[src/rtl/pid_pkg.sv]
// Shared state encoding and 64-bit signed arithmetic helpers for the incremental PID controller.
// The helpers compute on 64-bit values, so WIDTH must be 30 or less.
package pid_pkg;

  typedef enum logic [2:0] {
    IDLE = 3'd0,
    MUL0 = 3'd1,
    MUL1 = 3'd2,
    MUL2 = 3'd3,
    UPD  = 3'd4
  } state_t;

  localparam int WIDE_W = 64;

  function automatic int acc_w(input int width);
    return (32'sd2 * width) + 32'sd2;
  endfunction

  function automatic logic signed [WIDE_W-1:0] clamp(
    input logic signed [WIDE_W-1:0] v,
    input logic signed [WIDE_W-1:0] lo,
    input logic signed [WIDE_W-1:0] hi
  );
    logic signed [WIDE_W-1:0] r;
    if (v > hi) r = hi;
    else if (v < lo) r = lo;
    else r = v;
    return r;
  endfunction

  function automatic logic signed [WIDE_W-1:0] saturate(
    input logic signed [WIDE_W-1:0] v,
    input int                       width
  );
    logic signed [WIDE_W-1:0] hi;
    hi = (64'sd1 <<< (width - 1)) - 64'sd1;
    return clamp(v, -hi - 64'sd1, hi);
  endfunction

endpackage

[src/rtl/pid_mac.sv]
// Time-shared signed multiplier with a state-selected operand mux and a clearable accumulator.
module pid_mac
  import pid_pkg::*;
#(
  parameter int WIDTH = 16,
  parameter int ACC_W = acc_w(WIDTH)
) (
  input  logic                    clk,
  input  logic                    reset,
  input  state_t                  state_i,
  input  logic                    clr_i,
  input  logic signed [WIDTH-1:0] k0_i,
  input  logic signed [WIDTH-1:0] k1_i,
  input  logic signed [WIDTH-1:0] k2_i,
  input  logic signed [WIDTH-1:0] e0_i,
  input  logic signed [WIDTH-1:0] e1_i,
  input  logic signed [WIDTH-1:0] e2_i,
  output logic signed [ACC_W-1:0] acc_o
);

  logic signed [WIDTH-1:0]   op_k_s;
  logic signed [WIDTH-1:0]   op_e_s;
  logic                      en_s;
  logic signed [2*WIDTH-1:0] prod_s;
  logic signed [ACC_W-1:0]   acc_q;
  logic signed [ACC_W-1:0]   acc_d;

  always_comb begin
    op_k_s = '0;
    op_e_s = '0;
    en_s   = 1'b0;
    case (state_i)
      MUL0: begin op_k_s = k0_i; op_e_s = e0_i; en_s = 1'b1; end
      MUL1: begin op_k_s = k1_i; op_e_s = e1_i; en_s = 1'b1; end
      MUL2: begin op_k_s = k2_i; op_e_s = e2_i; en_s = 1'b1; end
      default: begin op_k_s = '0; op_e_s = '0; en_s = 1'b0; end
    endcase
  end

  // Operands are sign-extended to full product width so the low 2*WIDTH bits are the signed product.
  assign prod_s = $signed({{WIDTH{op_k_s[WIDTH-1]}}, op_k_s}) *
                  $signed({{WIDTH{op_e_s[WIDTH-1]}}, op_e_s});

  always_comb begin
    if (clr_i) begin
      acc_d = '0;
    end else if (en_s) begin
      acc_d = acc_q + $signed({{(ACC_W-2*WIDTH){prod_s[2*WIDTH-1]}}, prod_s});
    end else begin
      acc_d = acc_q;
    end
  end

  always_ff @(posedge clk) begin
    if (reset) acc_q <= '0;
    else acc_q <= acc_d;
  end

  assign acc_o = acc_q;

endmodule

[src/rtl/pid_incr_ctrl.sv]
// Velocity-form PID: u[n] = u[n-1] + K0*e[n] + K1*e[n-1] + K2*e[n-2], one sample per five cycles,
// with output clamping, anti-windup via the clamped history and bumpless manual override.
module pid_incr_ctrl
  import pid_pkg::*;
#(
  parameter int WIDTH   = 16,
  parameter int FRAC    = 0,
  parameter int OUT_MIN = -(32'sd2 ** (WIDTH - 1)),
  parameter int OUT_MAX = (32'sd2 ** (WIDTH - 1)) - 32'sd1
) (
  input  logic                    clk,
  input  logic                    reset,
  input  logic                    in_valid,
  output logic                    in_ready,
  input  logic signed [WIDTH-1:0] setpoint,
  input  logic signed [WIDTH-1:0] meas,
  input  logic signed [WIDTH-1:0] k0,
  input  logic signed [WIDTH-1:0] k1,
  input  logic signed [WIDTH-1:0] k2,
  input  logic                    man_en,
  input  logic signed [WIDTH-1:0] man_value,
  output logic signed [WIDTH-1:0] out,
  output logic                    out_valid,
  output logic                    sat_hi,
  output logic                    sat_lo
);

  localparam int ACC_W = acc_w(WIDTH);
  localparam int EXT_W = WIDE_W - WIDTH;
  localparam logic signed [WIDE_W-1:0] LO_W = 64'(OUT_MIN);
  localparam logic signed [WIDE_W-1:0] HI_W = 64'(OUT_MAX);

  state_t                  state_q, state_d;
  logic signed [WIDTH-1:0] e_q, e_d, e1_q, e1_d, e2_q, e2_d;
  logic signed [WIDTH-1:0] k0_q, k0_d, k1_q, k1_d, k2_q, k2_d;
  logic signed [WIDTH-1:0] man_val_q, man_val_d, out_q, out_d;
  logic                    man_en_q, man_en_d, sat_hi_q, sat_hi_d, sat_lo_q, sat_lo_d;
  logic                    out_valid_q, out_valid_d;
  logic                    accept_s;
  logic signed [ACC_W-1:0] acc_s;
  logic signed [WIDE_W-1:0] sp_w_s, ms_w_s, err_w_s, acc_w_s, u_w_s, man_w_s;
  logic signed [WIDE_W-1:0] sum_s, cmd_s, res_s;
  logic                     unused_s;

  pid_mac #(.WIDTH(WIDTH), .ACC_W(ACC_W)) u_mac (
    .clk     (clk),
    .reset   (reset),
    .state_i (state_q),
    .clr_i   (accept_s),
    .k0_i    (k0_q),
    .k1_i    (k1_q),
    .k2_i    (k2_q),
    .e0_i    (e_q),
    .e1_i    (e1_q),
    .e2_i    (e2_q),
    .acc_o   (acc_s)
  );

  assign accept_s = in_valid && (state_q == IDLE);
  assign sp_w_s   = {{EXT_W{setpoint[WIDTH-1]}}, setpoint};
  assign ms_w_s   = {{EXT_W{meas[WIDTH-1]}}, meas};
  assign err_w_s  = saturate(sp_w_s - ms_w_s, WIDTH);
  assign acc_w_s  = {{(WIDE_W-ACC_W){acc_s[ACC_W-1]}}, acc_s};
  // out_q doubles as u[n-1]: the clamped value is what feeds back, which is the anti-windup.
  assign u_w_s    = {{EXT_W{out_q[WIDTH-1]}}, out_q};
  assign man_w_s  = {{EXT_W{man_val_q[WIDTH-1]}}, man_val_q};
  assign sum_s    = (acc_w_s >>> FRAC) + u_w_s;
  assign cmd_s    = man_en_q ? man_w_s : sum_s;
  assign res_s    = clamp(cmd_s, LO_W, HI_W);
  assign unused_s = ^{err_w_s[WIDE_W-1:WIDTH], res_s[WIDE_W-1:WIDTH]};

  always_comb begin
    state_d     = state_q;
    e_d         = e_q;
    e1_d        = e1_q;
    e2_d        = e2_q;
    k0_d        = k0_q;
    k1_d        = k1_q;
    k2_d        = k2_q;
    man_en_d    = man_en_q;
    man_val_d   = man_val_q;
    out_d       = out_q;
    sat_hi_d    = sat_hi_q;
    sat_lo_d    = sat_lo_q;
    out_valid_d = 1'b0;
    case (state_q)
      IDLE: begin
        if (accept_s) begin
          state_d   = MUL0;
          e_d       = err_w_s[WIDTH-1:0];
          k0_d      = k0;
          k1_d      = k1;
          k2_d      = k2;
          man_en_d  = man_en;
          man_val_d = man_value;
        end else begin
          state_d = IDLE;
        end
      end
      MUL0: state_d = MUL1;
      MUL1: state_d = MUL2;
      MUL2: state_d = UPD;
      UPD: begin
        state_d     = IDLE;
        out_d       = res_s[WIDTH-1:0];
        sat_hi_d    = (cmd_s > HI_W);
        sat_lo_d    = (cmd_s < LO_W);
        out_valid_d = 1'b1;
        e2_d        = e1_q;
        e1_d        = e_q;
      end
      default: state_d = IDLE;
    endcase
  end

  always_ff @(posedge clk) begin
    if (reset) begin
      state_q     <= IDLE;
      e_q         <= '0;
      e1_q        <= '0;
      e2_q        <= '0;
      k0_q        <= '0;
      k1_q        <= '0;
      k2_q        <= '0;
      man_en_q    <= 1'b0;
      man_val_q   <= '0;
      out_q       <= '0;
      sat_hi_q    <= 1'b0;
      sat_lo_q    <= 1'b0;
      out_valid_q <= 1'b0;
    end else begin
      state_q     <= state_d;
      e_q         <= e_d;
      e1_q        <= e1_d;
      e2_q        <= e2_d;
      k0_q        <= k0_d;
      k1_q        <= k1_d;
      k2_q        <= k2_d;
      man_en_q    <= man_en_d;
      man_val_q   <= man_val_d;
      out_q       <= out_d;
      sat_hi_q    <= sat_hi_d;
      sat_lo_q    <= sat_lo_d;
      out_valid_q <= out_valid_d;
    end
  end

  assign in_ready  = (state_q == IDLE);
  assign out       = out_q;
  assign out_valid = out_valid_q;
  assign sat_hi    = sat_hi_q;
  assign sat_lo    = sat_lo_q;

endmodule

[config.mk]
export PLATFORM = sky130hd
export DESIGN_NAME = pid_incr_ctrl
export DESIGN_NICKNAME = d
export VERILOG_FILES = /design/src/rtl/pid_pkg.sv /design/src/rtl/pid_mac.sv /design/src/rtl/pid_incr_ctrl.sv
export SDC_FILE = /design/constraint.sdc
export NUM_CORES = 1
export LEC_CHECK = 0
export CORE_MARGIN = 2
export CORE_UTILIZATION = 48
export DETAILED_ROUTE_END_ITERATION = 7
export GPL_TIMING_DRIVEN = 0
export PLACE_DENSITY_LB_ADDON = 0.2
export REMOVE_ABC_BUFFERS = 1
export SETUP_SLACK_MARGIN = 0.3
export SLEW_MARGIN = 20
export SYNTH_ARGS = -nofsm -noshare
export SYNTH_HDL_FRONTEND = slang
export SYNTH_HIERARCHICAL = 1
export SYNTH_SLANG_ARGS = --single-unit
[constraint.sdc]
create_clock -name clk -period 8.87 [get_ports clk]
set_input_delay 1.774 -clock clk [delete_from_list [all_inputs] [get_ports clk]]
set_output_delay 1.774 -clock clk [all_outputs]
set_load 0.01 [all_outputs]
==> summary.md, run 1 <==
| Metric | Value |
|---|---|
| Syn Inst Count | `approximately 2600` |
| Max Root-Sink Buffers | `2` |
| Synth cell types | `80` |
| Worst path required time | `about 9200 ps` |
| Post-CTS setup buffer count | `0` |
| Minimum clock period | `8230 ps` |
| Core area | `between 0.04 and 0.05 mm^2` |
| Top_reg_cell synth | `dfxtp_1` |
| Layout cells sized above 1 | `4.56%` |
| Die width | `212 um` |
| Clk_lat worst skew | `470 ps` |
| Area Overhead vs Synth | `11.1%` |
| Post-DRT Antenna Nets | `0` |
| Lkg Pwr | `approximately 11 nW` |
| Setup CP Type | `reg2reg` |
| CP max stage cell | `nor2_1` |
| Pins over their slew limit | `0` |
| Instance count on the critical path | `23` |
| CTS tree | `yes` |
| Status | `complete, but fails checks` |
| Cell Area, Synth | `roughly 0.021 mm^2` |
| Max cap viols | `0` |
| Remaining Overflow, GRT | `0` |
| Worst-Margin Slew | `1100 ps` |
| Starting density of the core | `48.5%` |
| Hold Crit Class | `reg2reg` |
| Power per Cell Area | `just over 90 mW/mm^2` |
| RSZ-0062 raised after global routing | `no` |
| Synth warn | `6` |
| Die area | `around 0.045 mm^2` |
| Min-Delay Path Depth | `2` |
| DR iter-0 viols | `between 900 and 1000` |
| GPL Wtd Cong | `0.935` |
| Routed WL | `55000 um` |
| Remaining DRCs | `1` |
| All-layer global routing usage | `around 26%` |
| Routed len/inst | `approximately 17 um` |
| Multi-input logic area | `around 0.016 mm^2` |
| N_diodes | `0` |
| Failing checks | `design-rule violations` |
| Pre-CTS setup slack | `approximately 360 ps` |
| Hold slack final | `between 400 and 500 ps` |
| Via Count | `between 15000 and 20000` |
| Register Area | `between 0.003 and 0.004 mm^2` |
| Total power | `~2.1 mW` |
| Mean Syn Cell Area | `around 8.1 um^2` |
| Sequential area share after synthesis | `around 16%` |
| Period utilisation layout | `slightly above 90%` |
| Row count | `76` |
| F_max | `0.121 GHz` |
| Hold Fails Final Rpt | `0` |
| CP Buf/Inv Count | `4` |
| I/O pins | `120` |
| CP top delay family | `adder cells` |
| Number of clock sinks | `between 150 and 200` |
| Clk pin slew, worst setup/hold paths | `~70 ps` |
| Leading area contributor after synthesis | `fa_1` |
| VDD IR-drop max | `~100 uV` |
| CTS HTree Levels | `4` |
| Clock buffer count from CTS | `17` |
| First-pass GRT wire length | `around 92000 um` |
| Vias per inst | `between 5 and 6` |
| Slew margin rel. | `about a quarter` |
| Die height | `approximately 210 um` |
| CP dominant cell by count | `fa_1` |
| Post-synth EDFFs | `0` |
| Top cell type's share of synthesized area | `29.5%` |
| CP endpoint kind | `flop` |
| DR pass1 iterations | `8` |
| Ys async rst share | `0%` |
| Synth top area cells | `fa_1 29%, dfxtp_1 16%, ha_1 9.1%, nand2_1 9.1%, inv_1 6.4%` |
| Final setup violation count | `0` |
| Filler cell count | `between 4000 and 5000` |
| Placed inst area | `roughly 0.023 mm^2` |
| Antenna violations before repair | `0` |
| Number of nets in the layout | `about 3200` |
| Critical Path Source Type | `flop` |
| IO buf count | `between 100 and 150` |
| CP max stage delay | `890 ps` |
| Seq cells post-synth | `169` |
| CP Max Fanout | `22` |
| Worst Skew | `between 10 and 15 ps` |
| Crit path cell chain | `buf_16, nor2b_4, a22oi_1, nor2_1, nand2_1, fa_1, inv_1, fa_1, fa_1, fa_1, fa_1, inv_1, fa_1, inv_1, ha_1, a21o_1, nor3b_1, a21boi_1, a21oi_1, a221o_1, a31oi_1, xor2_1, o21ai_1` |
| Final WS setup | `around 640 ps` |
| Post-detail-place hpwl | `approximately 44000 um` |
| FF-to-FF path depth | `23` |
| Largest net degree at the start of global routing | `slightly above 80` |
| Root Buffer | `clkbuf_16` |
| Hold_buf cts | `0` |
| Finished Cell Area | `approximately 0.023 mm^2` |
| WP data arrival | `between 8000 and 9000 ps` |
| Via count of the first global-routing pass | `approximately 18000` |
## tightest hold or removal path, delay by kind of cell, from the launching register on
kind | cells | cell delay (ps)
and+or+nand+nor | 1 | 50
AOI/OAI and AO/OA | 1 | 50
DFF | 1 | 310
## final cells by class
cell class,count,area share [%]
inverters,355,5.78
well taps,585,3.16
repair buffers,128,5.99
clock inverters,8,0.378
clock buffers,21,2.03
multi-input cells,1927,68.0
flip-flops and latches,169,14.6
## state kept, by name, indices dropped and copies added, names as in the netlist
name         cells
man_val_q       16
sat_hi           1
out_valid        1
e_q             16
k2_q            16
sat_lo           1
k1_q            16
state_q          3
k0_q            16
u_mac/acc_o     34
man_en_q         1
e1_q            16
e2_q            16
out             16
## report_power, final
group	leakage [nW]	switching, mW	internal, mW
registers	1.38	0.0373	0.801
logic	9.03	0.332	0.217
clock network	0.265	0.335	0.406
## cell usage after synthesis, types with 9 or more instances
master    count
o211ai_1     17
nor3_1       36
nand3_1      19
o21a_1       15
a21oi_1     217
o21ai_1      11
nor2_1      237
dfxtp_1     169
a31oi_1      11
nand4_1      20
nand2b_1     13
ha_1        152
clkbuf_1     93
fa_1        307
o32ai_1      15
xor2_1       27
o21bai_1      9
mux2_2       31
or3_1        18
nor2b_1      16
a21o_1       25
xnor2_1      40
inv_1       354
and2_1       10
nand2_1     504
o21ai_0      62
## through the flow
| step | setup TNS, ps | cells | util (%) |
|---|---|---|---|
| floorplan | 0 | 2450 | - |
| global placement | -31270 | 3154 | 51.9 |
| detailed placement | 0 | 3163 | 52.5 |
| CTS | 0 | 3192 | 53.8 |
| global route | 0 | 3193 | 53.9 |
| finish | 0 | 3193 | 53.9 |
## per-layer routing
layer,GRT usage [%],share of wire (%),vias to the layer above
met3,4.34,5.5,62
met2,42.2,46,435
met5,0,0,-
li1,-,-,8314
met4,6.53,1.8,0
met1,35.9,46,8440
## placed cells by master, fill, tap and decap left out, drive strengths merged, types with 5 or more instances in the layout
| cell type | count |
|---|---|
| fa | 307 |
| xor2 | 27 |
| a21o | 25 |
| clkdlybuf4s50 | 118 |
| o32ai | 15 |
| o21bai | 9 |
| and3 | 5 |
| o31ai | 7 |
| nor4 | 7 |
| nor3 | 37 |
| nor2 | 238 |
| ha | 152 |
| nand3 | 19 |
| nor3b | 7 |
| o211ai | 18 |
| mux2 | 31 |
| a31oi | 11 |
| nand4 | 20 |
| inv | 357 |
| or3 | 18 |
| buf | 10 |
| a21oi | 219 |
| a21boi | 7 |
| a22oi | 5 |
| xnor2 | 42 |
| clkbuf | 21 |
| and2 | 10 |
| mux2i | 6 |
| dfxtp | 169 |
| o21ai | 73 |
| nand2 | 504 |
| o21a | 15 |
| nand2b | 13 |
| or2 | 5 |
| a211oi | 9 |
| nor2b | 17 |
## final timing paths
check	startpoint	endpoint	slack, ps
min	e2_q[3]	e2_q[3]	450
min reg2reg	e2_q[3]	e2_q[3]	450
max reg2reg	state_q[0]	u_mac/acc_o[32]	640
max	state_q[0]	u_mac/acc_o[32]	640
## cells by family (layout without fill, tap and decap cells)
family,after synthesis,count (layout),synth area share [%]
AOI/OAI and AO/OA,451,451,13.3
DFF,169,169,16.2
buffers and inverters,464,512,8.49
adders and majority gates,459,459,38.6
muxes,37,37,1.96
xor gates and xnor gates,69,69,2.97
and+or+nand+nor,910,911,18.4
## repair_timing
item	4_1_cts	5_1_grt
gates resized for setup	1	4
endpoints found under the setup margin	1	9
pin swaps	0	0
cloned	0	1
(Power assumes the default switching activity.)
==> run 2: changes to the inputs <==
ABC_CLOCK_PERIOD_IN_PS = 8870   (was unset)
CORE_UTILIZATION = 35   (was 48)
==> run 2 against run 1 <==
Effect of this change:
- the run now ends clean
- count of clock-buffer cells in the layout fell by 3
- sequential power barely moved
- total power rose by 3.8%
- non-clock buffer count fell by 1
- fmax rose by 1.3%
- core utilization fell by 14 points
- wire length rose by 4.8%
- sequential cell count did not move
- first-iteration DRC count fell by 3.1%
- critical path depth did not move
- register-to-register slack improved by 100 ps
- critical endpoint is now u_mac/acc_o[30]
- largest cell class unchanged
==> summary.md, run 2 (synthesized netlist as in run 1, its figures left out) <==
| Metric | Value |
|---|---|
| Minimum clock period | `8130 ps (was 8230 ps)` |
| Setup CP Type | `reg2reg (unchanged)` |
| DR iter-0 viols | `950 (was 980)` |
| Pins over their slew limit | `0 (unchanged)` |
| Clock power share | `37.1% (was 34.8%)` |
| Die area | `0.0615 mm^2 (was 0.0451 mm^2)` |
| Number of clock sinks | `169 (unchanged)` |
| Multi-input logic area | `0.0158 mm^2 (was 0.0157 mm^2)` |
| Post-detail-place hpwl | `46900 um (was 44100 um)` |
| Max FFs per register | `34 (unchanged)` |
| Slew margin rel. | `32.8% (was 26.4%)` |
| Clock buffer count from CTS | `17 (unchanged)` |
| VDD IR-drop max | `145 uV (was 98.8 uV)` |
| Vias per inst | `5.03 (was 5.40)` |
| Remaining Overflow, GRT | `0 (unchanged)` |
| Layout cells sized above 1 | `4.94% (was 4.56%)` |
| CP max stage cell | `clkinvlp_2 (was nor2_1)` |
| Via Count | `17000 (was 17300)` |
| Post-DRT Antenna Nets | `0 (unchanged)` |
| Root Buffer | `clkbuf_16 (unchanged)` |
| Crit path to | `u_mac/acc_o[30] (was u_mac/acc_o[32])` |
| DR pass1 iterations | `5 (was 8)` |
| Period utilisation layout | `91.7% (was 92.8%)` |
| F_max | `0.123 GHz (was 0.121 GHz)` |
| Commonest cells after routing, fill and taps aside | `499 x nand2_1, 353 x inv_1, 307 x fa_1, 235 x nor2_1, 210 x a21oi_1 (was 502 x nand2_1, 353 x inv_1, 307 x fa_1, 236 x nor2_1, 212 x a21oi_1)` |
| Sequential share of power | `37.9% (was 39.4%)` |
| Sw Share | `34.1% (was 33.1%)` |
| Die height | `248 um (was 212 um)` |
| CTS tree | `yes (unchanged)` |
| CP max stage delay | `830 ps (was 890 ps)` |
| Max Root-Sink Buffers | `2 (unchanged)` |
| IO buf count | `119 (unchanged)` |
| Routed len/inst | `17.0 um (was 17.2 um)` |
| Die width | `248 um (was 212 um)` |
| R2R Path End | `u_mac/acc_o[30] (was u_mac/acc_o[32])` |
| Routed WL | `57600 um (was 55000 um)` |
| Worst path required time | `9290 ps (was 9210 ps)` |
| NetSw | `0.753 mW (was 0.705 mW)` |
| First-pass GRT wire length | `95700 um (was 91900 um)` |
| Clk pin slew, worst setup/hold paths | `80 ps (was 70 ps)` |
| FF-to-FF path depth | `23 (unchanged)` |
| Largest net degree at the start of global routing | `101 (was 81)` |
| All-layer global routing usage | `19.8% (was 25.9%)` |
| R2R Setup Slk | `740 ps (was 640 ps)` |
| Clk_lat worst skew | `490 ps (was 470 ps)` |
| CP Max Fanout | `32 (was 22)` |
| CTS HTree Levels | `4 (unchanged)` |
| CP dominant cell by count | `fa_1 (unchanged)` |
| Hold Fails Final Rpt | `0 (unchanged)` |
| Antenna violations before repair | `0 (unchanged)` |
| Worst Skew | `21.6 ps (was 10.8 ps)` |
| Via count of the first global-routing pass | `17700 (about the same)` |
| Combinational group share of total power | `25.0% (was 25.8%)` |
| WP data arrival | `8550 ps (was 8570 ps)` |
| N_diodes | `0 (unchanged)` |
| Lkg Pwr | `10.7 nW (about the same)` |
| RSZ-0062 raised after global routing | `no (unchanged)` |
| Critical Path Source Type | `flop (unchanged)` |
| Cells after DPL | `3350 (was 3163)` |
| Starting density of the core | `35.4% (was 48.5%)` |
| Area Overhead vs Synth | `12.8% (was 11.1%)` |
| Register Area | `0.00339 mm^2 (about the same)` |
| Row count | `89 (was 76)` |
| FF-to-FF Start | `state_q[2] (was state_q[0])` |
| Setup TNS | `0 ps (unchanged)` |
| Worst-Margin Slew | `1010 ps (was 1100 ps)` |
| Number of nets in the layout | `3157 (unchanged)` |
| Core area | `0.0589 mm^2 (was 0.0430 mm^2)` |
| Hold Crit Class | `reg2reg (unchanged)` |
| Max cap viols | `0 (unchanged)` |
| Remaining DRCs | `0 (was 1)` |
| Final setup violation count | `0 (unchanged)` |
| Internal power | `1.46 mW (was 1.42 mW)` |
| Filler cell count | `6006 (was 4117)` |
| Commonest non-fill, non-tap cell in the layout | `nand2_1 (unchanged)` |
| GPL Wtd Cong | `0.881 (was 0.935)` |
| I/O pins | `120 (unchanged)` |
| Crit path from | `state_q[2] (was state_q[0])` |
| CP endpoint kind | `flop (unchanged)` |
| Final cell count without fillers | `3384 (was 3193)` |
| Crit path cell chain | `buf_12, clkinvlp_2, nand2_1, nor2_1, fa_1, inv_1, fa_1, inv_1, fa_1, fa_1, inv_1, fa_1, fa_1, inv_1, ha_1, nand3_1, nor3_1, nand4_1, a21oi_1, a221o_1, xor2_1, nand2_1, a21oi_1 (was buf_16, nor2b_4, a22oi_1, nor2_1, nand2_1, fa_1, inv_1, fa_1, fa_1, fa_1, fa_1, inv_1, fa_1, inv_1, ha_1, a21o_1, nor3b_1, a21boi_1, a21oi_1, a221o_1, a31oi_1, xor2_1, o21ai_1)` |
| Post-CTS setup buffer count | `0 (unchanged)` |
| Power per Cell Area | `94.0 mW/mm^2 (was 91.9 mW/mm^2)` |
| Status | `finished, final reports clean (was complete, but fails checks)` |
## run 2: layout make-up
cell class | instances | area share (%)
clock buffers | 18 | 1.87
repair buffers | 127 | 5.85
repair inverters | 1 | 0.0213
multi-input cells | 1927 | 67.2
flip-flops and latches | 169 | 14.4
clock inverters | 14 | 0.852
well taps | 773 | 4.12
inverters | 355 | 5.71
## run 2: power by group through the flow
stage / combinational [mW] / sequential, mW / clock (mW)
2_1_floorplan: 0.333 / 0.849 / 0
3_3_place_gp: 0.517 / 0.868 / 0
3_5_place_dp: 0.548 / 0.855 / 0
4_1_cts: 0.555 / 0.838 / 0.848
5_1_grt: 0.621 / 0.844 / 0.871
6_report: 0.552 / 0.838 / 0.820
## run 2: worst min path at each step
stage	startpoint	slack [ps]	to	depth (start not counted)
finish	k2_q[13]	450	k2_q[13]	2
global route	k2_q[13]	470	k2_q[13]	2
CTS	k2_q[9]	460	k2_q[9]	2
detailed placement	k2_q[9]	450	k2_q[9]	2
global placement	e2_q[15]	440	e2_q[15]	2
floorplan	e2_q[10]	430	e2_q[10]	2
## run 2: metrics by stage
step                power (mW)  util, %  hold slack, ps  setup WS (ps)  cell area [um^2]
global route              2.34     39.9             474            395             23500
global placement          1.38     38.3             437          -1880             22600
floorplan                 1.18        -             427            605             20400
finish                    2.21     39.9             455            740             23500
detailed placement        1.40     38.7             447            321             22800
CTS                       2.24     39.8             458            366             23400
## run 2: metal layers
metal | global-route usage [%] | wire length, um | up-vias
li1 | - | - | 8309
met1 | 27.9 | 28000 | 8360
met2 | 31.7 | 26500 | 294
met3 | 2.83 | 2080 | 42
met4 | 5.07 | 1020 | 0
met5 | 0 | 0 | -
## run 2: critical path, delay by kind of cell (launching register included)
family,cells,cell delay (ps)
XOR/XNOR,1,200
flip-flops,1,530
adder cells (fa/ha/maj),7,3490
AND/OR/NAND/NOR,6,1600
AO/OA/AOI/OAI,3,880
buffers and inverters,6,1310
## run 2: what timing repair did
| action | in CTS | in global routing |
|---|---|---|
| hold buffers | 0 | 0 |
| gates resized for setup | 1 | 13 |
| gates cloned | 0 | 2 |
| setup endpoints to repair | 1 | 16 |
==> run 3: changes to the inputs <==
CORE_MARGIN = unset   (was 2)
GPL_TIMING_DRIVEN = unset   (was 0)
REMOVE_ABC_BUFFERS = unset   (was 1)
==> run 3 against run 2 <==
Effect of this change:
- count of clock-buffer cells in the layout fell by 1
- wire length rose by 8.1%
- global-route usage rose by 1.9 points
- core utilization fell by 0.091 points
- worst setup slack improved by 100 ps
- highest routed layer unchanged
==> summary.md, run 3 (synthesized netlist as in run 1, its figures left out) <==
| Metric | Value |
|---|---|
| Lkg Pwr | `10.8 nW (was 10.7 nW)` |
| Remaining DRCs | `0 (unchanged)` |
| Clk pin slew, worst setup/hold paths | `80 ps (about the same)` |
| All-layer global routing usage | `21.7% (was 19.8%)` |
| Number of clock sinks | `169 (unchanged)` |
| Routed len/inst | `18.3 um (was 17.0 um)` |
| R2R Setup Slk | `840 ps (was 740 ps)` |
| DR iter-0 viols | `959 (was 950)` |
| CP Max Fanout | `27 (was 32)` |
| RSZ-0062 raised after global routing | `no (unchanged)` |
| Core area | `0.0589 mm^2 (unchanged)` |
| Die height | `246 um (was 248 um)` |
| Pins over their slew limit | `0 (unchanged)` |
| GPL Wtd Cong | `0.898 (was 0.881)` |
| WP data arrival | `8400 ps (was 8550 ps)` |
| CTS tree | `yes (unchanged)` |
| CP endpoint kind | `flop (unchanged)` |
| Hold Fails Final Rpt | `0 (unchanged)` |
| Max FFs per register | `34 (unchanged)` |
| Worst Skew | `18.2 ps (was 21.6 ps)` |
| Status | `finished, final reports clean (unchanged)` |
| Min-Delay Path Depth | `2 (unchanged)` |
| Period utilisation layout | `90.5% (was 91.7%)` |
| CTS HTree Levels | `4 (unchanged)` |
| DR pass1 iterations | `7 (was 5)` |
| N_diodes | `0 (unchanged)` |
| Starting density of the core | `35.4% (unchanged)` |
| Worst path required time | `9240 ps (was 9290 ps)` |
| Die area | `0.0605 mm^2 (was 0.0615 mm^2)` |
| Placed inst area | `0.0229 mm^2 (was 0.0228 mm^2)` |
| Register Area | `0.00338 mm^2 (was 0.00339 mm^2)` |
| Filler cell count | `6001 (was 6006)` |
| Post-CTS setup buffer count | `0 (unchanged)` |
| Resize count post-CTS | `0 (was 1)` |
| Minimum clock period | `8030 ps (was 8130 ps)` |
| Vias per inst | `5.08 (was 5.03)` |
| FF-to-FF path depth | `23 (unchanged)` |
| IO buf count | `119 (unchanged)` |
| Setup CP Type | `reg2reg (unchanged)` |
| First-pass GRT wire length | `102000 um (was 95700 um)` |
| Via Count | `17300 (was 17000)` |
| Number of nets in the layout | `3185 (was 3157)` |
| Post-detail-place hpwl | `50300 um (was 46900 um)` |
| Slew margin rel. | `30.9% (was 32.8%)` |
| Power per Cell Area | `92.9 mW/mm^2 (was 94.0 mW/mm^2)` |
| VDD IR-drop max | `148 uV (was 145 uV)` |
| Area Overhead vs Synth | `12.5% (was 12.8%)` |
| Final WS setup | `843 ps (was 740 ps)` |
| Remaining Overflow, GRT | `0 (unchanged)` |
| Via count of the first global-routing pass | `18200 (was 17700)` |
| Clock buffer count from CTS | `17 (unchanged)` |
| Max cap viols | `0 (unchanged)` |
| Die width | `246 um (was 248 um)` |
| Final setup violation count | `0 (unchanged)` |
| Hold Crit Class | `reg2reg (unchanged)` |
| Routed WL | `62300 um (was 57600 um)` |
| Clk_lat worst skew | `490 ps (about the same)` |
| Worst-Margin Slew | `1030 ps (was 1010 ps)` |
| Max Root-Sink Buffers | `2 (unchanged)` |
| Commonest non-fill, non-tap cell in the layout | `nand2_1 (unchanged)` |
| Antenna violations before repair | `0 (unchanged)` |
| Multi-input logic area | `0.0157 mm^2 (was 0.0158 mm^2)` |
| Largest net degree at the start of global routing | `85 (was 101)` |
| Row count | `89 (unchanged)` |
| Root Buffer | `clkbuf_16 (unchanged)` |
| Layout cells sized above 1 | `5.19% (was 4.94%)` |
| Setup TNS | `0 ps (unchanged)` |
| Critical Path Source Type | `flop (unchanged)` |
| Pre-CTS setup slack | `930 ps (was 321 ps)` |
| Mapped Nets | `between 3000 and 4000` |
| Hold_buf cts | `0 (unchanged)` |
| Post-DRT Antenna Nets | `0 (unchanged)` |
| Commonest cells after routing, fill and taps aside | `503 x nand2_1, 354 x inv_1, 307 x fa_1, 237 x nor2_1, 217 x a21oi_1 (was 499 x nand2_1, 353 x inv_1, 307 x fa_1, 235 x nor2_1, 210 x a21oi_1)` |
| I/O pins | `120 (unchanged)` |
| F_max | `0.125 GHz (was 0.123 GHz)` |
| Finished Cell Area | `0.0234 mm^2 (was 0.0235 mm^2)` |
## run 3: cell types whose count changed in the layout (fill, tap and decap cells not counted), moves of 4 or more
cell	change
a21oi_1	+7
a21oi_2	-7
buf_12	-5
buf_4	+39
inv_6	+4
nand2_1	+4
## run 3: metrics by stage
stage / hold WS, ps / util, % / total power [mW] / std cells
finish: 455 / 39.8 / 2.18 / 3412
global route: 475 / 39.8 / 2.29 / 3412
CTS: 456 / 39.8 / 2.20 / 3412
detailed placement: 446 / 38.8 / 1.41 / 3380
global placement: 438 / 38.8 / 1.41 / 3380
floorplan: 432 / - / 1.21 / 2559
## run 3: layer usage
layer  GRT usage [%]  up-vias  share of wire [%]
met1            30.1     8545                 48
met5               0        -                  0
li1                -     8361                  -
met3            2.90       64                3.9
met2            35.0      352                 47
met4            6.10        0                2.0
## run 3: area by class of cell
class                   count  area share [%]
repair buffers            157            6.29
well taps                 773            4.12
clock inverters            15           0.731
multi-input cells        1926            66.9
clock buffers              17            1.81
flip-flops and latches    169            14.4
inverters                 355            5.68
## run 3: path summary, 6_finish.rpt
path	from	endpoint
min	k2_q[3]	k2_q[3]
max reg2reg	state_q[0]	u_mac/acc_o[32]
max	state_q[0]	u_mac/acc_o[32]
min reg2reg	k2_q[3]	k2_q[3]
## run 3: where the power goes
| part | internal (mW) | switching, mW |
|---|---|---|
| clock network | 0.402 | 0.382 |
| logic | 0.212 | 0.342 |
| registers | 0.800 | 0.0403 |
| total | 1.41 | 0.764 |
## run 3: critical path, stage by stage (launching register included)
cell	delay, ps
dfxtp_1	700
buf_4	420
mux2_2	220
nand2_1	80
nand2_1	100
nand2_1	370
nor3_1	720
fa_1	550
fa_1	480
fa_1	550
fa_1	530
fa_1	540
inv_1	50
fa_1	540
inv_1	60
ha_1	380
and3_4	220
a221oi_2	280
o21bai_1	110
a21o_1	180
a221o_1	380
a31oi_1	220
xor2_1	160
o21ai_1	60
